<file path="config.mk">
export PLATFORM = sky130hd
export DESIGN_NAME = fetch_pc_stage
export DESIGN_NICKNAME = d
export VERILOG_FILES = /design/src/rtl/fetch_pc_stage.sv
export SDC_FILE = /design/constraint.sdc
export NUM_CORES = 1
export LEC_CHECK = 0
export ABC_AREA = 1
export CORE_UTILIZATION = 49
export CTS_BUF_LIST = sky130_fd_sc_hd__clkbuf_16
export DETAILED_ROUTE_END_ITERATION = 8
export PLACE_DENSITY_LB_ADDON = 0.12
export SETUP_SLACK_MARGIN = 0.02
export SLEW_MARGIN = 20
export SYNTH_ARGS = -nofsm -noshare
export SYNTH_HDL_FRONTEND = slang
export SYNTH_SLANG_ARGS = --single-unit
</file>
<file path="constraint.sdc">
create_clock -name clk -period 3.4 [get_ports clk]
set_input_delay 0.51 -clock clk [delete_from_list [all_inputs] [get_ports clk]]
set_output_delay 0.51 -clock clk [all_outputs]
set_load 0.02 [all_outputs]
</file>
<file path="src/rtl/fetch_pc_stage.sv">
// Instruction-fetch PC stage: owns the PC and EPC registers and picks the
// next fetch address from sequential flow, stall hold, EX redirect,
// interrupt vectoring and eret return. It also produces the one-cycle IF/ID
// flush and the inting/ints tags that travel down the pipeline.
module fetch_pc_stage #(
  parameter int                ADDR_W     = 10,
  parameter logic [ADDR_W-1:0] RESET_PC   = '0,
  parameter int                VEC_BASE   = 'h200,
  parameter int                VEC_STRIDE = 4
) (
  input  logic              clk,
  input  logic              rst,
  input  logic              en,
  input  logic              stall,
  input  logic              halt,
  input  logic              redirect_en,
  input  logic [ADDR_W-1:0] redirect_pc,
  input  logic              eret,
  input  logic [2:0]        int_req,
  input  logic [2:0]        int_mask,
  output logic [ADDR_W-1:0] pc,
  output logic [ADDR_W-1:0] pc_4,
  output logic [ADDR_W-1:0] epc,
  output logic              inting,
  output logic [2:0]        ints,
  output logic              if_flush_n
);

  localparam int N_INT = 3;

  // RUN: no handler active; SERVICE: handler running, nesting not allowed
  typedef enum logic {
    ST_RUN     = 1'b0,
    ST_SERVICE = 1'b1
  } state_t;

  state_t            state_reg, state_next;
  logic [ADDR_W-1:0] pc_reg, pc_next;
  logic [ADDR_W-1:0] epc_reg, epc_next;
  logic [N_INT-1:0]  pending_reg, pending_next;
  logic [N_INT-1:0]  int_req_reg;
  logic              halted_reg, halted_next;
  logic              inting_reg, inting_next;
  logic [N_INT-1:0]  ints_reg, ints_next;
  logic              flush_n_reg, flush_n_next;

  logic [N_INT-1:0]  int_rise;
  logic [N_INT-1:0]  int_ready;
  logic [N_INT-1:0]  int_lowest;
  logic [N_INT-1:0]  take_mask;
  logic [ADDR_W-1:0] vec_tbl  [N_INT];
  logic [ADDR_W-1:0] vec_term [N_INT];
  logic [ADDR_W-1:0] vec_sel;

  assign pc         = pc_reg;
  assign pc_4       = pc_reg + ADDR_W'(1);
  assign epc        = epc_reg;
  assign inting     = inting_reg;
  assign ints       = ints_reg;
  assign if_flush_n = flush_n_reg;

  // Rising edges against last cycle's sample; unmasked pending lines are candidates
  assign int_rise   = int_req & ~int_req_reg;
  assign int_ready  = pending_reg & ~int_mask;
  // Isolate the lowest set bit: line 0 has the highest priority
  assign int_lowest = int_ready & (~int_ready + 3'd1);

  // Per-line handler vectors, truncated to the PC width, gated by the winning line
  generate
    for (genvar gi = 0; gi < N_INT; gi++) begin : g_vec
      assign vec_tbl[gi]  = ADDR_W'(VEC_BASE + gi * VEC_STRIDE);
      assign vec_term[gi] = int_lowest[gi] ? vec_tbl[gi] : '0;
    end
  endgenerate

  // OR the gated vectors together; at most one term is non-zero
  always_comb begin
    vec_sel = '0;
    for (int i = 0; i < N_INT; i++) begin
      vec_sel = vec_sel | vec_term[i];
    end
  end

  // Next-PC arbitration, FSM next state and the one-cycle pipeline tags
  always_comb begin
    state_next   = state_reg;
    pc_next      = pc_reg;
    epc_next     = epc_reg;
    halted_next  = halted_reg;
    take_mask    = '0;
    inting_next  = 1'b0;
    ints_next    = '0;
    flush_n_next = 1'b1;

    if (en && !halted_reg) begin
      // halt takes effect from the following cycle; this cycle still arbitrates
      if (halt) begin
        halted_next = 1'b1;
      end
      if (eret && (state_reg == ST_SERVICE)) begin
        pc_next      = epc_reg;
        state_next   = ST_RUN;
        flush_n_next = 1'b0;
      end else if (redirect_en) begin
        pc_next      = redirect_pc;
        flush_n_next = 1'b0;
      end else if ((state_reg == ST_RUN) && !stall && (int_ready != '0)) begin
        epc_next     = pc_reg;
        pc_next      = vec_sel;
        take_mask    = int_lowest;
        inting_next  = 1'b1;
        ints_next    = int_lowest;
        flush_n_next = 1'b0;
        state_next   = ST_SERVICE;
      end else if (!stall) begin
        pc_next = pc_4;
      end
    end

    // Edge capture runs every cycle; a fresh edge re-arms a line taken this cycle
    pending_next = (pending_reg & ~take_mask) | int_rise;
  end

  // State registers with synchronous reset
  always_ff @(posedge clk) begin
    if (rst) begin
      state_reg   <= ST_RUN;
      pc_reg      <= RESET_PC;
      epc_reg     <= '0;
      pending_reg <= '0;
      int_req_reg <= '0;
      halted_reg  <= 1'b0;
      inting_reg  <= 1'b0;
      ints_reg    <= '0;
      flush_n_reg <= 1'b1;
    end else begin
      state_reg   <= state_next;
      pc_reg      <= pc_next;
      epc_reg     <= epc_next;
      pending_reg <= pending_next;
      int_req_reg <= int_req;
      halted_reg  <= halted_next;
      inting_reg  <= inting_next;
      ints_reg    <= ints_next;
      flush_n_reg <= flush_n_next;
    end
  end

endmodule
</file>
==> results of run 1 <==
cell usage in the layout, fill, tap and decap left out, drive strengths merged:
master / instances
nor2: 34
o21ai: 17
nor3: 2
ha: 1
clkinv: 1
clkbuf: 5
buf: 1
dfxtp: 33
nand3b: 1
and2: 1
xor2: 3
inv: 30
a21oi: 23
clkdlybuf4s50: 57
nand2: 69
nand3: 28
nand4: 1
worst min path at each step:
stage                                            to  cells past startpoint                 startpoint  slack [ns]
final                     pending_reg[2]$_SDFF_PP0_                      3  int_req_reg[2]$_SDFF_PP0_        0.48
after global routing            epc[3]$_SDFFE_PP0P_                      2        epc[3]$_SDFFE_PP0P_        0.51
after CTS                 pending_reg[2]$_SDFF_PP0_                      3  int_req_reg[2]$_SDFF_PP0_        0.48
after detailed placement  pending_reg[2]$_SDFF_PP0_                      3  int_req_reg[2]$_SDFF_PP0_        0.45
after global placement    pending_reg[2]$_SDFF_PP0_                      3  int_req_reg[2]$_SDFF_PP0_        0.45
after floorplan           pending_reg[2]$_SDFF_PP0_                      3  int_req_reg[2]$_SDFF_PP0_        0.43
critical path, delay by kind of cell, from the launching register on:
family                     cells  cell delay (ns)
buffers and inverters          1             0.64
DFF                            1             0.46
and+or+nand+nor                2             0.31
adders and majority gates      1             0.23
xor gates and xnor gates       1             0.20
area by class of cell:
type / count / area share
tap: 46 / 0.0233
clock buffer: 5 / 0.0506
multi-input combinational: 180 / 0.378
clock inverter: 2 / 0.00304
sequential: 33 / 0.267
inverter: 29 / 0.0441
timing repair buffer: 58 / 0.234
layer usage:
layer / track usage / vias to the layer above / share of wire
li1: - / 907 / -
met5: 0 / - / 0
met2: 0.397 / 99 / 0.42
met1: 0.322 / 776 / 0.45
met3: 0.0882 / 14 / 0.097
met4: 0.102 / 0 / 0.027
power by group:
part | leakage [uW] | internal [uW] | switching [uW]
Clock | 0.0000685 | 261 | 147
Combinational | 0.000705 | 96.2 | 117
Sequential | 0.000270 | 406 | 27.2
per-stage QoR:
step	utilization	total power (uW)	hold slack, ns	std cells
floorplan	-	563	0.432	252
global placement	0.685	651	0.453	346
detailed placement	0.685	651	0.455	346
CTS	0.723	1050	0.484	353
global route	0.723	1100	0.510	353
finish	0.723	1050	0.479	353
cell families (layout without fill, tap and decap cells):
| kind of cell | Yosys count | after routing | synth area share |
|---|---|---|---|
| AND/OR/NAND/NOR | 136 | 136 | 0.344 |
| AO/OA/AOI/OAI | 40 | 40 | 0.159 |
| buffers and inverters | 39 | 94 | 0.105 |
| flip-flops | 33 | 33 | 0.371 |
| XOR/XNOR | 3 | 3 | 0.0148 |
| adder cells (fa/ha/maj) | 1 | 1 | 0.00703 |
==> run summary, run 1 <==
The total inserted antenna cells came out at 0. In this run the critical register-to-register path is captured at pc[6]$_SDFFE_PP0P_. The minimum period implied by the final worst setup slack came out at 2.63 ns. The post-detailed-placement half-perimeter wirelength came out at 3260 um. Once detail routing completed, the nets flagged for antenna violations numbered 0. The I/O pin count is 58. The arrival time of data at the critical path endpoint is 2.12 ns. In the final timing run, aggregate negative setup slack is 0 ns.

The leakage power is 0.00104 uW. The placed standard-cell area came out at 0.00234 mm2. At the pin with the least slew margin, the transition time is ~0.56 ns. The proportion of synthesized chip area in sequential cells is 0.371. During placement, the flow inserted port buffers numbering 57.

The number of remaining DRC errors is 0. The worst slew slack as a fraction of its limit came out at 0.625. The layout overhead on the synthesized area is 38.8%. The share of synthesized registers carrying an async set or reset is 0. The number of failing hold endpoints at the final stage is 0. The achievable clock frequency came out at about 380 MHz. The number of buffers inserted during clock tree synthesis is 5. The final layout contains routed wiring with a total length of 4580 um. The slowest cell on the critical path is sky130_fd_sc_hd__clkdlybuf4s50_1. The area of the placeable core is 0.00342 mm2. TritonCTS built the clock tree. The global-route wire length before repair came out at around 7700 um. STA classifies the critical path endpoint as an output port. The footprint of the flip-flops and latches came out at between 600 and 700 um2. Of the post-synthesis cell area, the dominant cell type holds 0.371. After clock tree synthesis, the repair step resized 0 gates. The vias after detailed routing came out at ~1,800. The critical path ends at pc_4[6]. The cts-stage hold buffer count is 0. The largest vdd supply drop is between 0.3 and 0.4 mV. The depth of the worst register-to-register path came out at 6. For this run, the number of Yosys warnings is 0. The chip height came out at 62.3 um. The start of the worst register-to-register path is pc[1]$_SDFFE_PP0P_. The setup fix buffers added after clock tree synthesis came out at 0. The largest single stage delay on the critical path is 0.64 ns.

The number of nets in the finished design came out at ~330. The synthesized area per cell came out at 7.07 um2. The number of different library cells used by synthesis comes to 28. The initial antenna violation count is 0. The element type at the critical path start is a register. With fillers left out, the area of the finished cells amounts to ~0.0025 mm2. The max-slew violation count was 0. Clock-pin slew was measured on the worst setup and hold paths at 0.05 ns. The number of global-route vias before repair was 1,716. The setup slack of the most critical reg-to-reg path came out at 1.94 ns. The post-placement worst setup slack is about 1.1 ns. In this run the core area contains 21 standard-cell rows. The via density per instance came out at around 5. The number of flops mapped to enable cells by yosys came out at 0.

After synthesis, the cell types taking the most area are sky130_fd_sc_hd__dfxtp_1 37%, sky130_fd_sc_hd__nand2_1 14%, sky130_fd_sc_hd__nand3_1 7.9%. The area enclosed by the die boundary is 0.00388 mm2. For this run, the total global-route usage over all layers was measured as 0.255. Traced cell by cell, the critical path runs through ha_1, nand2_1, nor2_2, xor2_1, clkdlybuf4s50_1. The first-pass detailed-route iteration total is 4. The clock root buffer is sky130_fd_sc_hd__clkbuf_16. Setup violations remaining at the end of the flow were counted as 0. The most frequently used cell type in the post-synthesis netlist is sky130_fd_sc_hd__nand2_1. The congestion estimate from routability-driven global placement came to 0.911.

The fill cell total of the finished layout came out at between 200 and 300. The run finished with clean final reports. The total power density per cell area is 426 mW/mm2. The post-synthesis sequential element count came out at 33.

The initial core utilization is 0.521. After detailed routing, the average wire length per cell comes to approximately 13 um. The max capacitance violation total came out at 0.

Among all flip-flop cells after synthesis, the most frequent one is sky130_fd_sc_hd__dfxtp_1. The H-tree depth is 2. The maximum fanout along the worst path is 6. Clock skew on the completed layout was measured at ~0.0038 ns.

The critical path is of the reg2out type. In this run the worst hold path is classified as reg2reg. After synthesis, the most frequently instantiated cells are 65 x sky130_fd_sc_hd__nand2_1, 33 x sky130_fd_sc_hd__dfxtp_1, 32 x sky130_fd_sc_hd__nor2_1, 28 x sky130_fd_sc_hd__nand3_1, 27 x sky130_fd_sc_hd__inv_1. The final critical-path setup slack is approximately 0.77 ns. At the later pin of the worst-skew pair, clock insertion delay measures 0.27 ns. In the final layout, the multi-input gates occupy slightly above 900 um2. The final worst-path cycle share came out at 0.774. Setup repair after global routing left no endpoint under its margin. The share of layout cells above drive strength 1 is 0.114. The total overflow reported by the global router is 0. The number of nets in the synthesized netlist is around 280.

The beginning of the critical path is pc[1]$_SDFFE_PP0P_. The cell accounting for the most synthesized area is sky130_fd_sc_hd__dfxtp_1. The post-synthesis cell count is 252. After synthesis the cells add up to 0.00178 mm2. The maximum number of pins on one net before global-route repair came out at 23.

The number of DRC violations after detailed-routing iteration 0 came out at 104. In this run the deepest clock path goes through 2 buffers. The required arrival time at the worst endpoint came out at between 2 and 3 ns. The width of the die is a little over 60 um. The clock drives 33 sinks.
Power figures use the tool's default switching activity.
==> run 2: changes to the inputs <==
--- a/config.mk
+++ b/config.mk
@@ -6,7 +6,7 @@
 export NUM_CORES = 1
 export LEC_CHECK = 0
 export ABC_AREA = 1
-export CORE_UTILIZATION = 49
+export CORE_UTILIZATION = 41
 export CTS_BUF_LIST = sky130_fd_sc_hd__clkbuf_16
 export DETAILED_ROUTE_END_ITERATION = 8
 export PLACE_DENSITY_LB_ADDON = 0.12
==> constraint.sdc (replaced) <==
create_clock -name clk -period 2.2 [get_ports clk]
set_input_delay 0.33 -clock clk [delete_from_list [all_inputs] [get_ports clk]]
set_output_delay 0.33 -clock clk [all_outputs]
set_load 0.02 [all_outputs]
==> run summary, run 2 (synthesized netlist as in run 1, its figures left out) <==
Result of the run: finished, final reports clean (unchanged). The class of the tightest hold or removal check is reg2reg (unchanged). The transition at the pin with the smallest max-transition slack came out at 0.595 ns (was 0.562 ns).

The arrival time of data at the critical path endpoint is 1.76 ns (was 2.12 ns). The count of antenna-violating nets left after detailed routing is 0 (unchanged). The total inserted antenna cells is 0 (unchanged). The fill cell total of the finished layout is 399 (was 294). The max capacitance violation total came out at 0 (unchanged). The number of buffers inserted during clock tree synthesis came out at 5 (unchanged). The quantity of I/O buffers inserted on ports is 57 (unchanged).

Commonest cells after routing, fill and taps aside: 65 x sky130_fd_sc_hd__nand2_1, 50 x sky130_fd_sc_hd__clkdlybuf4s50_1, 32 x sky130_fd_sc_hd__nor2_1, 32 x sky130_fd_sc_hd__dfxtp_1 (was 65 x sky130_fd_sc_hd__nand2_1, 57 x sky130_fd_sc_hd__clkdlybuf4s50_1, 33 x sky130_fd_sc_hd__dfxtp_1). The final worst-path cycle share came out at 0.951. The achievable clock frequency came out at between 400 and 500 MHz. The final standard cell area without fillers is 0.00258 mm2 (was 0.00247 mm2).

The setup fix buffers added after clock tree synthesis came out at 0 (unchanged). The biggest cell delay along the critical path was 0.66 ns (was 0.64 ns). The final weighted congestion in routability-driven placement came to 0.835 (was 0.911).

The first-pass detailed-route iteration total is 4 (unchanged). The clock root buffer was sky130_fd_sc_hd__clkbuf_16 (unchanged). The sum of negative setup slack came out at 0 ns (unchanged). The placed standard-cell area came to 0.00242 mm2 (was 0.00234 mm2). The start of the worst register-to-register path is state_reg$_SDFFE_PP0P_ (was pc[1]$_SDFFE_PP0P_). The number of cell rows came out at 23 (was 21). The area of the placeable core came out at 0.00409 mm2 (was 0.00342 mm2). The total overflow reported by the global router is 0 (unchanged). The via density per instance is 4.87 (was 5.09). The element type at the critical path start is a register (unchanged).

The required arrival time at the worst endpoint came to 1.87 ns (was 2.89 ns). The clock slew at the register clock pins of the worst setup and hold paths came out at 0.05 ns (about the same). The type of destination of the critical path was an output port (unchanged). The global-route wire length before repair came out at 7690 um (was 7740 um). The number of failing hold endpoints at the final stage came out at 0 (unchanged). The layout overhead on the synthesized area came out at 45.0% (was 38.8%). The final hold slack was 0.478 ns (was 0.479 ns). The final routed wirelength across all metal layers came to 4830 um (was 4580 um). The post-detailed-placement half-perimeter wirelength was 3360 um (was 3260 um).

The critical setup path kind is reg2out (unchanged). The largest vdd supply drop is 0.376 mV (was 0.309 mV). The sum of buffers and inverters on the critical path is 1 (unchanged).

The share of layout cells above drive strength 1 came out at 0.148 (was 0.114). The width of the die came out at 67.9 um (was 62.3 um). Setup repair after global routing missed its margin: no (unchanged). Subtracting the final worst setup slack from the clock period gives around 2.1 ns.

The initial antenna violation count was 0 (unchanged). The number of global-route vias before repair is 1,666 (was 1,716). The vias after detailed routing came out at 1,791 (was 1,796).

The buffer levels on the longest clock path came out at 2 (unchanged). The number of endpoints failing setup at the final stage came out at 0 (unchanged). The per-cell routed wire length came out at 13.1 um (was 13.0 um).

The worst clock skew is 0.00332 ns (was 0.00384 ns). The start point of the worst hold path is epc[3]$_SDFFE_PP0P_ (was int_req_reg[2]$_SDFF_PP0_). The worst slew slack as a fraction of its limit is 0.603 (was 0.625). The TritonCTS clock tree was built (unchanged).

The I/O pin count is 58 (unchanged). The number of DRC violations after detailed-routing iteration 0 is 145 (was 104). The clock latency reported for the late side of the worst-skew pair is 0.27 ns (about the same). The total routing usage reported by global routing came out at 0.228 (was 0.255). The leakage power is 0.00116 uW (was 0.00104 uW). The number of sinks handled by clock tree synthesis is 33 (unchanged).

The number of placed cells counting well taps came to 360 (was 346). The maximum number of pins on one net before global-route repair is 22 (was 23). The cts-stage hold buffer count came to 0 (unchanged). The area enclosed by the die boundary is 0.00461 mm2 (was 0.00388 mm2).

The number of remaining DRC errors was 0 (unchanged). The initial core utilization is 0.436 (was 0.521). The beginning of the critical path is pc[1]$_SDFFE_PP0P_ (unchanged). The H-tree depth came out at 2 (unchanged).

Worst path cell trace: ha_1, xor2_1, clkdlybuf4s50_1 (was ha_1, nand2_1, nor2_2, xor2_1, clkdlybuf4s50_1). The total power density per cell area is 692 mW/mm2 (was 426 mW/mm2). The slowest cell on the critical path is sky130_fd_sc_hd__clkdlybuf4s50_1 (unchanged).

The number of nets in the finished design came out at 341 (was 331). The chip height is 67.9 um (was 62.3 um). The commonest non-fill, non-tap cell in the layout is sky130_fd_sc_hd__nand2_1 (unchanged).

The final standard cell count with taps included and fillers excluded came out at 368 (was 353). The maximum fanout along the worst path came out at 4 (was 6). The max-slew violation count came out at 0 (unchanged).

The cell class contributing the biggest share of worst-path delay is buffers and inverters (unchanged).
## run 2: changes by cell type in the layout (fill, tap and decap cells not counted)
cell	before	now
sky130_fd_sc_hd__bufinv_16	0	1
sky130_fd_sc_hd__buf_4	1	11
sky130_fd_sc_hd__dfxtp_2	0	1
sky130_fd_sc_hd__clkdlybuf4s50_1	57	50
sky130_fd_sc_hd__dlygate4sd2_1	0	5
sky130_fd_sc_hd__dlymetal6s2s_1	0	2
sky130_fd_sc_hd__dfxtp_1	33	32
## run 2: repair_timing
| action | CTS | global route |
|---|---|---|
| setup endpoints to repair | 5 | 2 |
| resized for setup | 6 | 2 |
| gates cloned | 0 | 0 |
## run 2: tightest hold or removal path: stages, from the launching register on
cell and delay (ns):
sky130_fd_sc_hd__dfxtp_1 0.32, sky130_fd_sc_hd__nand2_1 0.06, sky130_fd_sc_hd__a21oi_1 0.05
## run 2: path summary, 6_finish.rpt
check / end / slack, ns / depth (start not counted)
setup / recovery: pc_4[2] / 0.11 / 3
setup reg to reg: pc[9]$_SDFFE_PP0P_ / 0.75 / 8
hold / removal: epc[3]$_SDFFE_PP0P_ / 0.48 / 2
hold reg to reg: epc[3]$_SDFFE_PP0P_ / 0.48 / 2
## run 2: metal layers
layer  global-route usage  routed length [um]  up-vias
li1                     -                   -      925
met1                0.273                2160      813
met2                0.407                2400       51
met3               0.0517                 250        2
met4               0.0573                  21        0
met5                    0                   0        -
## run 2: layout make-up
cell class | count | area (um2) | share of cell area
clock buffer | 5 | 125 | 0.0485
tap | 50 | 62.6 | 0.0242
sequential | 33 | 662 | 0.256
inverter | 29 | 109 | 0.0422
timing repair buffer | 68 | 652 | 0.253
clock inverter | 3 | 37.5 | 0.0145
multi-input combinational | 180 | 933 | 0.362
## run 2: through the flow
stage / power (uW) / util / setup slack [ns]
5_1_grt: 1860 / 0.632 / 0.0530
3_5_place_dp: 1030 / 0.592 / 0.233
6_report: 1790 / 0.632 / 0.107
2_1_floorplan: 869 / - / 0.472
4_1_cts: 1790 / 0.630 / 0.0247
3_3_place_gp: 1030 / 0.592 / 0.266
## run 2: report_power, final
group	switching (uW)	total (uW)	internal, uW
Combinational	199	358	160
Sequential	28.2	655	627
Clock	246	771	525
==> run 3: changes to the inputs <==
--- a/config.mk
+++ b/config.mk
@@ -5,11 +5,12 @@
 export SDC_FILE = /design/constraint.sdc
 export NUM_CORES = 1
 export LEC_CHECK = 0
-export ABC_AREA = 1
+export ABC_AREA = 0
 export CORE_UTILIZATION = 41
 export CTS_BUF_LIST = sky130_fd_sc_hd__clkbuf_16
 export DETAILED_ROUTE_END_ITERATION = 8
-export PLACE_DENSITY_LB_ADDON = 0.12
+export PLACE_DENSITY = 0.76
+export REMOVE_ABC_BUFFERS = 1
 export SETUP_SLACK_MARGIN = 0.02
 export SLEW_MARGIN = 20
 export SYNTH_ARGS = -nofsm -noshare
==> run summary, run 3 <==
Result of the run: finished, final reports clean (unchanged). The sum of negative setup slack was 0 ns (unchanged). Top cells by area, synth: sky130_fd_sc_hd__dfxtp_1 39%, sky130_fd_sc_hd__mux2i_1 5.9%, sky130_fd_sc_hd__nor2_1 4.6% (was sky130_fd_sc_hd__dfxtp_1 37%, sky130_fd_sc_hd__nand2_1 14%, sky130_fd_sc_hd__nand3_1 7.9%).

The cell class contributing the biggest share of worst-path delay is buffers and inverters (unchanged). Worst path cell trace: nand3_1, xnor2_1, clkdlybuf4s50_1 (was ha_1, xor2_1, clkdlybuf4s50_1). The class of the tightest hold or removal check is reg2reg (unchanged).

Setup repair after global routing missed its margin: no (unchanged). Commonest cells after routing, fill and taps aside: 50 x sky130_fd_sc_hd__clkdlybuf4s50_1, 33 x sky130_fd_sc_hd__dfxtp_1, 21 x sky130_fd_sc_hd__nor2_1 (was 65 x sky130_fd_sc_hd__nand2_1, 50 x sky130_fd_sc_hd__clkdlybuf4s50_1, 32 x sky130_fd_sc_hd__nor2_1, 32 x sky130_fd_sc_hd__dfxtp_1). The leakage power is 0.00104 uW (was 0.00116 uW). The area of the placeable core is 0.00400 mm2 (was 0.00409 mm2). The arrival time of data at the critical path endpoint is 1.67 ns (was 1.76 ns). The area enclosed by the die boundary was 0.00440 mm2 (was 0.00461 mm2). The count of distinct cell types in the synthesized netlist is 45 (was 28). The number of failing hold endpoints at the final stage came out at 0 (unchanged).

The setup fix buffers added after clock tree synthesis is 0 (unchanged). The total overflow reported by the global router came out at 0 (unchanged). The sum of buffers and inverters on the critical path was 1 (unchanged). The I/O pin count is 58 (unchanged).

The via density per instance is 5.29 (was 4.87). The per-cell routed wire length is 13.7 um (was 13.1 um). The type of destination of the critical path is an output port (unchanged). The combinational group share of total power came out at 0.194 (was 0.201). The first-pass detailed-route iteration total is 4 (unchanged). The share of synthesized registers carrying an async set or reset came out at 0 (unchanged). The width of the die came out at 66.4 um (was 67.9 um).

The total routing usage reported by global routing is 0.212 (was 0.228). The buffer levels on the longest clock path was 2 (unchanged). The commonest non-fill, non-tap cell in the layout was sky130_fd_sc_hd__clkdlybuf4s50_1 (was sky130_fd_sc_hd__nand2_1).

The final worst-path cycle share is 0.908 (was 0.951). The max capacitance violation total is 0 (unchanged). The minimum period implied by the final worst setup slack is 2.00 ns (was 2.09 ns).

The portion of synthesized cell area occupied by the leading cell type was 0.389 (was 0.371). The number of DRC violations after detailed-routing iteration 0 was 95 (was 145). The number of endpoints failing setup at the final stage is 0 (unchanged). The slowest cell on the critical path is sky130_fd_sc_hd__clkdlybuf4s50_1 (unchanged).

The TritonCTS clock tree was built (unchanged). The most frequently used cell type in the post-synthesis netlist was sky130_fd_sc_hd__dfxtp_1 (was sky130_fd_sc_hd__nand2_1). The post-synthesis sequential element count came out at 33 (unchanged).

The maximum number of pins on one net before global-route repair is 15 (was 22). The H-tree depth is 2 (unchanged). The proportion of power drawn by the clock network came out at 0.403 (was 0.432). Synth top cells by count: 33 x sky130_fd_sc_hd__dfxtp_1, 21 x sky130_fd_sc_hd__nor2_1, 15 x sky130_fd_sc_hd__a21oi_1, 11 x sky130_fd_sc_hd__nand2_1, 11 x sky130_fd_sc_hd__nand2b_1 (was 65 x sky130_fd_sc_hd__nand2_1, 33 x sky130_fd_sc_hd__dfxtp_1, 32 x sky130_fd_sc_hd__nor2_1, 28 x sky130_fd_sc_hd__nand3_1, 27 x sky130_fd_sc_hd__inv_1). The number of flops mapped to enable cells by yosys is 0 (unchanged).

The transition at the pin with the smallest max-transition slack is 0.494 ns (was 0.595 ns). The maximum fanout along the worst path came out at 6 (was 4). The sequential share of power came out at 0.403 (was 0.367). The clock slew at the register clock pins of the worst setup and hold paths is 0.05 ns (about the same). The total inserted antenna cells came to 0 (unchanged). The clock root buffer is sky130_fd_sc_hd__clkbuf_16 (unchanged). The total of warnings raised by yosys came to 0 (unchanged). The fill cell total of the finished layout is 355 (was 399). The biggest cell delay along the critical path is 0.64 ns (was 0.66 ns). The switching power of the nets came out at 425 uW (was 473 uW). The largest vdd supply drop is 0.453 mV (was 0.376 mV).

The initial antenna violation count came out at 0 (unchanged). The number of nets in the finished design was 280 (was 341). The element type at the critical path start was a register (unchanged).

The vias after detailed routing was 1,624 (was 1,791). The worst clock skew was 0.00510 ns (was 0.00332 ns). The number of sinks handled by clock tree synthesis was 33 (unchanged).

The cell internal power dissipation is 1190 uW (was 1310 uW). The quantity of I/O buffers inserted on ports is 57 (unchanged). The final routed wirelength across all metal layers is 4200 um (was 4830 um).

The post-synthesis cell count was 193 (was 252). The share of the core filled with cells in the final layout is 0.612 (was 0.632). The cell accounting for the most synthesized area is sky130_fd_sc_hd__dfxtp_1 (unchanged).

The clock latency reported for the late side of the worst-skew pair is 0.28 ns (was 0.27 ns). The post-detailed-placement half-perimeter wirelength is 3120 um (was 3360 um). The share of layout cells above drive strength 1 is 0.136 (was 0.148). The most frequently used flop master after synthesis is sky130_fd_sc_hd__dfxtp_1 (unchanged).

The number of buffers inserted during clock tree synthesis is 5 (unchanged). The achievable clock frequency is 501 MHz (was 478 MHz). The number of cell rows came out at 23 (unchanged). The total power density per cell area is 659 mW/mm2 (was 692 mW/mm2). The number of remaining DRC errors is 0 (unchanged).

The number of global-route vias before repair is 1,456 (was 1,666). The layout overhead on the synthesized area is 44.2% (was 45.0%). The global-route wire length before repair came out at 6910 um (was 7690 um). The final weighted congestion in routability-driven placement is 0.805 (was 0.835). The critical setup path kind is reg2out (unchanged). The worst slew slack as a fraction of its limit came out at 0.669 (was 0.603). The netlist area before placement came out at 0.00170 mm2 (was 0.00178 mm2).

The chip height came to 66.4 um (was 67.9 um). The proportion of synthesized chip area in sequential cells came out at 0.389 (was 0.371). The final hold slack is 0.470 ns (was 0.478 ns). The max-slew violation count is 0 (unchanged). The initial core utilization is 0.424 (was 0.436). The fraction of power spent switching nets came out at 0.263 (was 0.265). The synthesized area per cell is 8.80 um2 (was 7.07 um2). The required arrival time at the worst endpoint came out at 1.87 ns (about the same).

The count of antenna-violating nets left after detailed routing was 0 (unchanged).
## run 3: path summary, 6_finish.rpt
path / depth (start not counted) / slack (ns) / end / from
hold / removal: 2 / 0.47 / halted_reg$_SDFFE_PP0P_ / halted_reg$_SDFFE_PP0P_
setup reg to reg: 6 / 0.60 / pc[8]$_SDFFE_PP0P_ / pc[1]$_SDFFE_PP0P_
setup / recovery: 3 / 0.20 / pc_4[3] / pc[1]$_SDFFE_PP0P_
hold reg to reg: 2 / 0.47 / halted_reg$_SDFFE_PP0P_ / halted_reg$_SDFFE_PP0P_
## run 3: stage by stage
stage / instances / setup slack, ns / total power (uW) / instance area [um2]
after floorplan: 179 / 0.300 / 815 / 1600
after global placement: 299 / 0.122 / 979 / 2330
after detailed placement: 299 / 0.0720 / 981 / 2330
after CTS: 307 / 0.0488 / 1620 / 2460
after global routing: 307 / 0.100 / 1670 / 2450
final: 307 / 0.202 / 1610 / 2450
## run 3: repair_timing
action	CTS	global route
gates cloned	0	0
endpoints found under the setup margin	7	3
hold buffers	0	0
resized for setup	7	6
## run 3: cells by family (layout without fill, tap and decap cells)
family                     after synthesis  count (layout)  share of synthesized area
DFF                                     33              33                      0.389
buffers and inverters                   18              82                     0.0671
adders and majority gates                1               1                    0.00737
xor gates and xnor gates                 8               8                     0.0457
muxes                                   10              10                     0.0590
and+or+nand+nor                         82              82                      0.268
AOI/OAI and AO/OA                       41              41                      0.164
## run 3: metal layers
metal	routed length (um)	GRT usage	up-vias	share of wire
met5	0	0	-	0
met4	73	0.0824	0	0.017
met3	316	0.0448	8	0.075
met2	1930	0.338	69	0.46
met1	1880	0.276	738	0.45
li1	-	-	809	-
## run 3: final cells by class
cell class | count | area (um2) | area share
clock buffer | 5 | 125 | 0.0511
clock inverter | 3 | 13.8 | 0.00562
inverter | 4 | 15.0 | 0.00613
multi-input combinational | 142 | 923 | 0.377
sequential | 33 | 661 | 0.270
tap | 50 | 62.6 | 0.0255
timing repair buffer | 70 | 648 | 0.265
## run 3: worst register-to-register path, delay by kind of cell, from the launching register on
family / cells / cell delay (ns)
xor+xnor: 1 / 0.21
simple gates: 3 / 0.40
fa+ha+maj: 1 / 0.23
flops: 1 / 0.41
compound gates: 1 / 0.26
## run 3: power groups by stage
stage	logic (uW)	registers [uW]	clock network, uW
6_report	313	650	651
5_1_grt	339	653	683
4_1_cts	314	649	658
3_5_place_dp	319	661	0
3_3_place_gp	318	661	0
2_1_floorplan	129	685	0
==> patch 1 (flow settings as in run 2) <==
The parameter `ADDR_W` goes from 10 to 11.
--- a/src/rtl/fetch_pc_stage.sv
+++ b/src/rtl/fetch_pc_stage.sv
@@ -5,3 +5,3 @@
 module fetch_pc_stage #(
-  parameter int                ADDR_W     = 10,
+  parameter int                ADDR_W     = 11,
   parameter logic [ADDR_W-1:0] RESET_PC   = '0,
Ports: changed (resized epc, pc, pc_4 and redirect_pc); port bits go from 58 to 62. No check against the original RTL was run, so the function may have changed too.
==> patch 1 against run 2 <==
- wire length is 2.3% higher
- count of clock-buffer cells in the layout stayed put
- final cell count did not move
- first-iteration DRC count shrank 9.0%
- worst setup slack got worse by 0.0082 ns
- total power grew 4.3%
- sequential cell count rose by 2
- synthesized area rose by 3.0%
- cell area rose by 3.8%
- synthesized cell count fell by 1.2%
- utilization is 1.5 points higher
- critical path type unchanged
- largest cell class unchanged
- largest power group unchanged
==> patch 1: results (changes against run 2) <==
Max VDD drop - 535 uV (+42%)
Outcome - finished, final reports clean
Worst setup path end - pc_4[4]
Number of global-route vias before repair - 1658 (-0.48%)
Synth area leaders - dfxtp_1 38%, a21oi_1 8.5%, nand2_1 7.0%
Detail Placement HPWL - 3470 um (+3.2%)
Synth cell types - 32 (+14%)
Clock Sinks - 35 (+6.1%)
Total track usage - 22.7% (-0.089 points)
Non-clock buffers, area share - 25.2% (-0.033 points)
GP Congestion - 0.820 (-1.7%)
WHS Endpoint - pending_reg[2]$_SDFF_PP0_
I/O Buffers - 61 (+7.0%)
Layout cells sized above 1 - 15.7% (+0.94 points)
Non-clk bufs - 69 (+1.5%)
Dpl ws - 0.246 ns (+0.0124 ns)
Fillers - 387 (-3.0%)
Net Sw Frac - 26.7% (+0.17 points)
DRT iter0 DRCs - 132 (-9.0%)
Final core utilization - 64.6% (+1.5 points)
Min Hold Slack - 0.416 ns (-0.0621 ns)
R2R cell count - 7 (-1)
Syn Area/Cell - 7.37 um2 (+4.3%)
Largest net degree at the start of global routing - 28 (+27%)
Register share of the cell area - 26.2% (+0.61 points)
Final Cycle Share - 95.5% (+0.37 points)
Dpl cell area - 2510 um2 (+3.7%)
Mapped Nets - 274 (-0.72%)
Synth top cells by count - 35 x dfxtp_1, 34 x nand2_1, 31 x a21oi_1, 30 x inv_1, 24 x nor2_1
Clock Power - 0.785 mW (+2%)
Vias - 1857 (+3.7%)
Min-delay src - int_req_reg[2]$_SDFF_PP0_
Reg-to-reg endpoint - pc[6]$_SDFFE_PP0P_
Multi-input logic portion of the cell area - 34.9% (-1.3 points)
Hold depth - 1 (-1)
Nets - 342 (+0.29%)
Leak - 1.17 nW (+0.87%)
Sequential Power - 0.703 mW (+7.3%)
Total iterations of the first detailed-routing run - 4 (unchanged)
First-pass GRT wire length - 7780 um (+1.3%)
Post-synthesis sequential area ratio - 38.2% (+1.1 points)
Multi-input logic cell count - 170 (-5.6%)
Vias/cell - 5.05 (+3.7%)
Non-clock inverter count in the final layout - 36 (+24%)
XOR/XNOR Fraction of Synth Area - 1.84% (+0.37 points)
WL per Instance - 13.4 um (+2.3%)
Synth Area in Compound Gates - 18.9% (+3.0 points)
Antenna fix cells - 0 (unchanged)
Clock buf/inv share - 6.12% (-0.18 points)
[patch 1: worst max-delay path: stages (launching register included)]
cell             delay [ns]
dfxtp_1                0.33
ha_1                   0.19
nand2_2                0.09
clkinv_2               0.08
nand3b_1               0.07
nand2_1                0.11
clkdlybuf4s50_1        0.61
[patch 1: per-layer routing]
| metal | up-vias | wire [um] | track usage (%) |
|---|---|---|---|
| li1 | 949 | - | - |
| met1 | 846 | 2410 | 29.2 |
| met2 | 56 | 2240 | 37.9 |
| met3 | 6 | 239 | 5.10 |
| met4 | 0 | 51 | 6.12 |
| met5 | - | 0 | 0 |
[patch 1: what timing repair did]
item / 4_1_cts / 5_1_grt
endpoints found under the hold margin: 0 / 0
setup endpoints to repair: 5 / 5
gates resized for setup: 5 / 5
==> patch 2 (config.mk and constraints of run 2) <==
Made on the original files. Make the reset (`rst`) asynchronous in one clocked block. Comments in the files are not updated.
--- a/src/rtl/fetch_pc_stage.sv
+++ b/src/rtl/fetch_pc_stage.sv
@@ -124,3 +124,3 @@
   // State registers with synchronous reset
-  always_ff @(posedge clk) begin
+  always_ff @(posedge clk or posedge rst) begin
     if (rst) begin
Formal check against the unedited RTL: differs if rst is asserted again (counterexample within 4 cycles, from zero or initial values and one cycle with rst high); with rst held inactive, the same outputs for 10 cycles.
==> patch 2 against run 2 <==
- synthesized area fell by 1.5%
- cell area fell by 0.78%
- worst setup slack improved by 0.13 ns
- wire length fell by 8.3%
- first-iteration DRC count fell by 11%
- sequential cell count did not move
- non-clock buffer count fell by 1
- critical path depth rose by 2
- critical path type unchanged
- largest cell class is now registers
- highest routed layer unchanged
Power is not compared: it rests on default switching activity, and its combinational part moved more than twofold at a synthesized area within 25%.
==> patch 2: results (changes against run 2) <==
Outcome - finished, final reports clean
Final non-filler cell total - 353 (-4.1%)
Synth cell types - 29 (+3.6%)
Main combinational cell family by area after synthesis - simple AND/OR/NAND/NOR gates
Adder-cell area share of the yosys netlist - 0.713% (+0.011 points)
GP Congestion - 0.840 (+0.65%)
Synth top cells by count - 78 x nand2_1, 32 x dfrtp_1, 27 x inv_1, 25 x nor2_1, 16 x nand3_1
First-pass GRT wire length - 7390 um (-3.9%)
Post-CTS resize count - 8 (+2)
Total track usage - 22.4% (-0.39 points)
Post-synthesis sequential area ratio - 47.1% (+10 points)
Clock Skews - 0.00490 ns (+0.00158 ns)
Worst skew pair latency - 0.27 ns (about the same)
Kind of critical path - flop to output pin
DR WL met3 - 241 um (-3.6%)
Final setup fails - 0 (unchanged)
Endpoints failing hold - 0 (unchanged)
Tightest Pin Transition - 0.413 ns (-0.183 ns)
Max Root-Sink Buffers - 2 (unchanged)
Synth Area in Compound Gates - 8.13% (-7.8 points)
Worst Hold Class - flop to flop
Mapped Nets - 258 (-6.5%)
CP max stage delay - 0.40 ns (-0.26 ns)
Antenna fix cells - 0 (unchanged)
Crit-path slowest cell - dfrtp_1
Met3 usage - 5.57% (+0.41 points)
Dpl cell area - 2420 um2 (+0.16%)
Critical path's top delay family - flip-flops
DR WL met2 - 2120 um (-12%)
XOR/XNOR Fraction of Synth Area - 1.43% (-0.049 points)
Reg clk slew, reported paths - 0.05 ns (about the same)
GR Util met2 - 37.4% (-3.3 points)
CTS buffer count - 5 (unchanged)
Async set-reset flop share out of synthesis - 100% (+100 points)
M1 WL - 2020 um (-6.4%)
Crit-path max FO - 4 (unchanged)
Top sig layer - met4
Detail Placement HPWL - 3250 um (-3.2%)
Largest net degree at the start of global routing - 34 (+55%)
Number of global-route vias before repair - 1637 (-1.7%)
Nets - 326 (-4.4%)
Multiplexer share of the synthesized area - 0% (unchanged)
DRT iter0 DRCs - 129 (-11%)
WL per Instance - 12.5 um (-4.4%)
Vias - 1702 (-5.0%)
Layout cells sized above 1 - 11.9% (-2.9 points)
Root buf cell - clkbuf_16
Mapped Cells - 234 (-7.1%)
Synth Warn # - 0 (unchanged)
Dpl ws - 0.235 ns (+0.00209 ns)
Fillers - 370 (-7.3%)
GR Util met1 - 28.9% (+1.6 points)
Synth area leaders - dfrtp_1 46%, nand2_1 17%, inv_1 5.8%
## patch 2: changes by cell type in the layout (fill, tap and decap cells not counted), sizes merged, moves of 3 or more
| cell | delta |
|---|---|
| a21oi | -15 |
| dfrtp | +32 |
| dfxtp | -33 |
| nand2 | +13 |
| nand3 | -11 |
| nor2 | -6 |
| o21ai | -3 |
## patch 2: final timing paths
kind / startpoint / to / slack, ns / depth (start not counted)
setup / recovery: pc[1]$_DFFE_PP0P_ / pc_4[4] / 0.24 / 5
max in group asynchronous: rst / if_flush_n$_DFF_PP1_ / 1.43 / 3
min in group asynchronous: rst / pending_reg[2]$_DFF_PP0_ / 0.45 / 3
hold reg to reg: int_req_reg[1]$_DFF_PP0_ / pending_reg[1]$_DFF_PP0_ / 0.42 / 1
setup reg to reg: state_reg$_DFFE_PP0P_ / epc[3]$_DFFE_PP0P_ / 0.73 / 7
hold / removal: int_req_reg[1]$_DFF_PP0_ / pending_reg[1]$_DFF_PP0_ / 0.42 / 1
## patch 2: final cells by class
class	count	area, um2	area share (%)
well taps	50	62.6	2.44
clock inverters	3	11.3	0.440
clock buffers	5	125	4.89
repair buffers	67	644	25.2
inverters	31	116	4.54
multi-input cells	164	771	30.1
flip-flops and latches	33	831	32.4
## patch 2: worst register-to-register path: cells and delay by family, from the launching register on
| family | cells | cell delay, ns |
|---|---|---|
| AND/OR/NAND/NOR | 4 | 0.60 |
| flip-flops | 1 | 0.39 |
| buffers and inverters | 2 | 0.30 |
| AO/OA/AOI/OAI | 1 | 0.06 |
## patch 2: where the power goes
part	internal, mW	switching, mW
logic	0.0484	0.0472
clock network	0.406	0.237
registers	0.611	0.000771
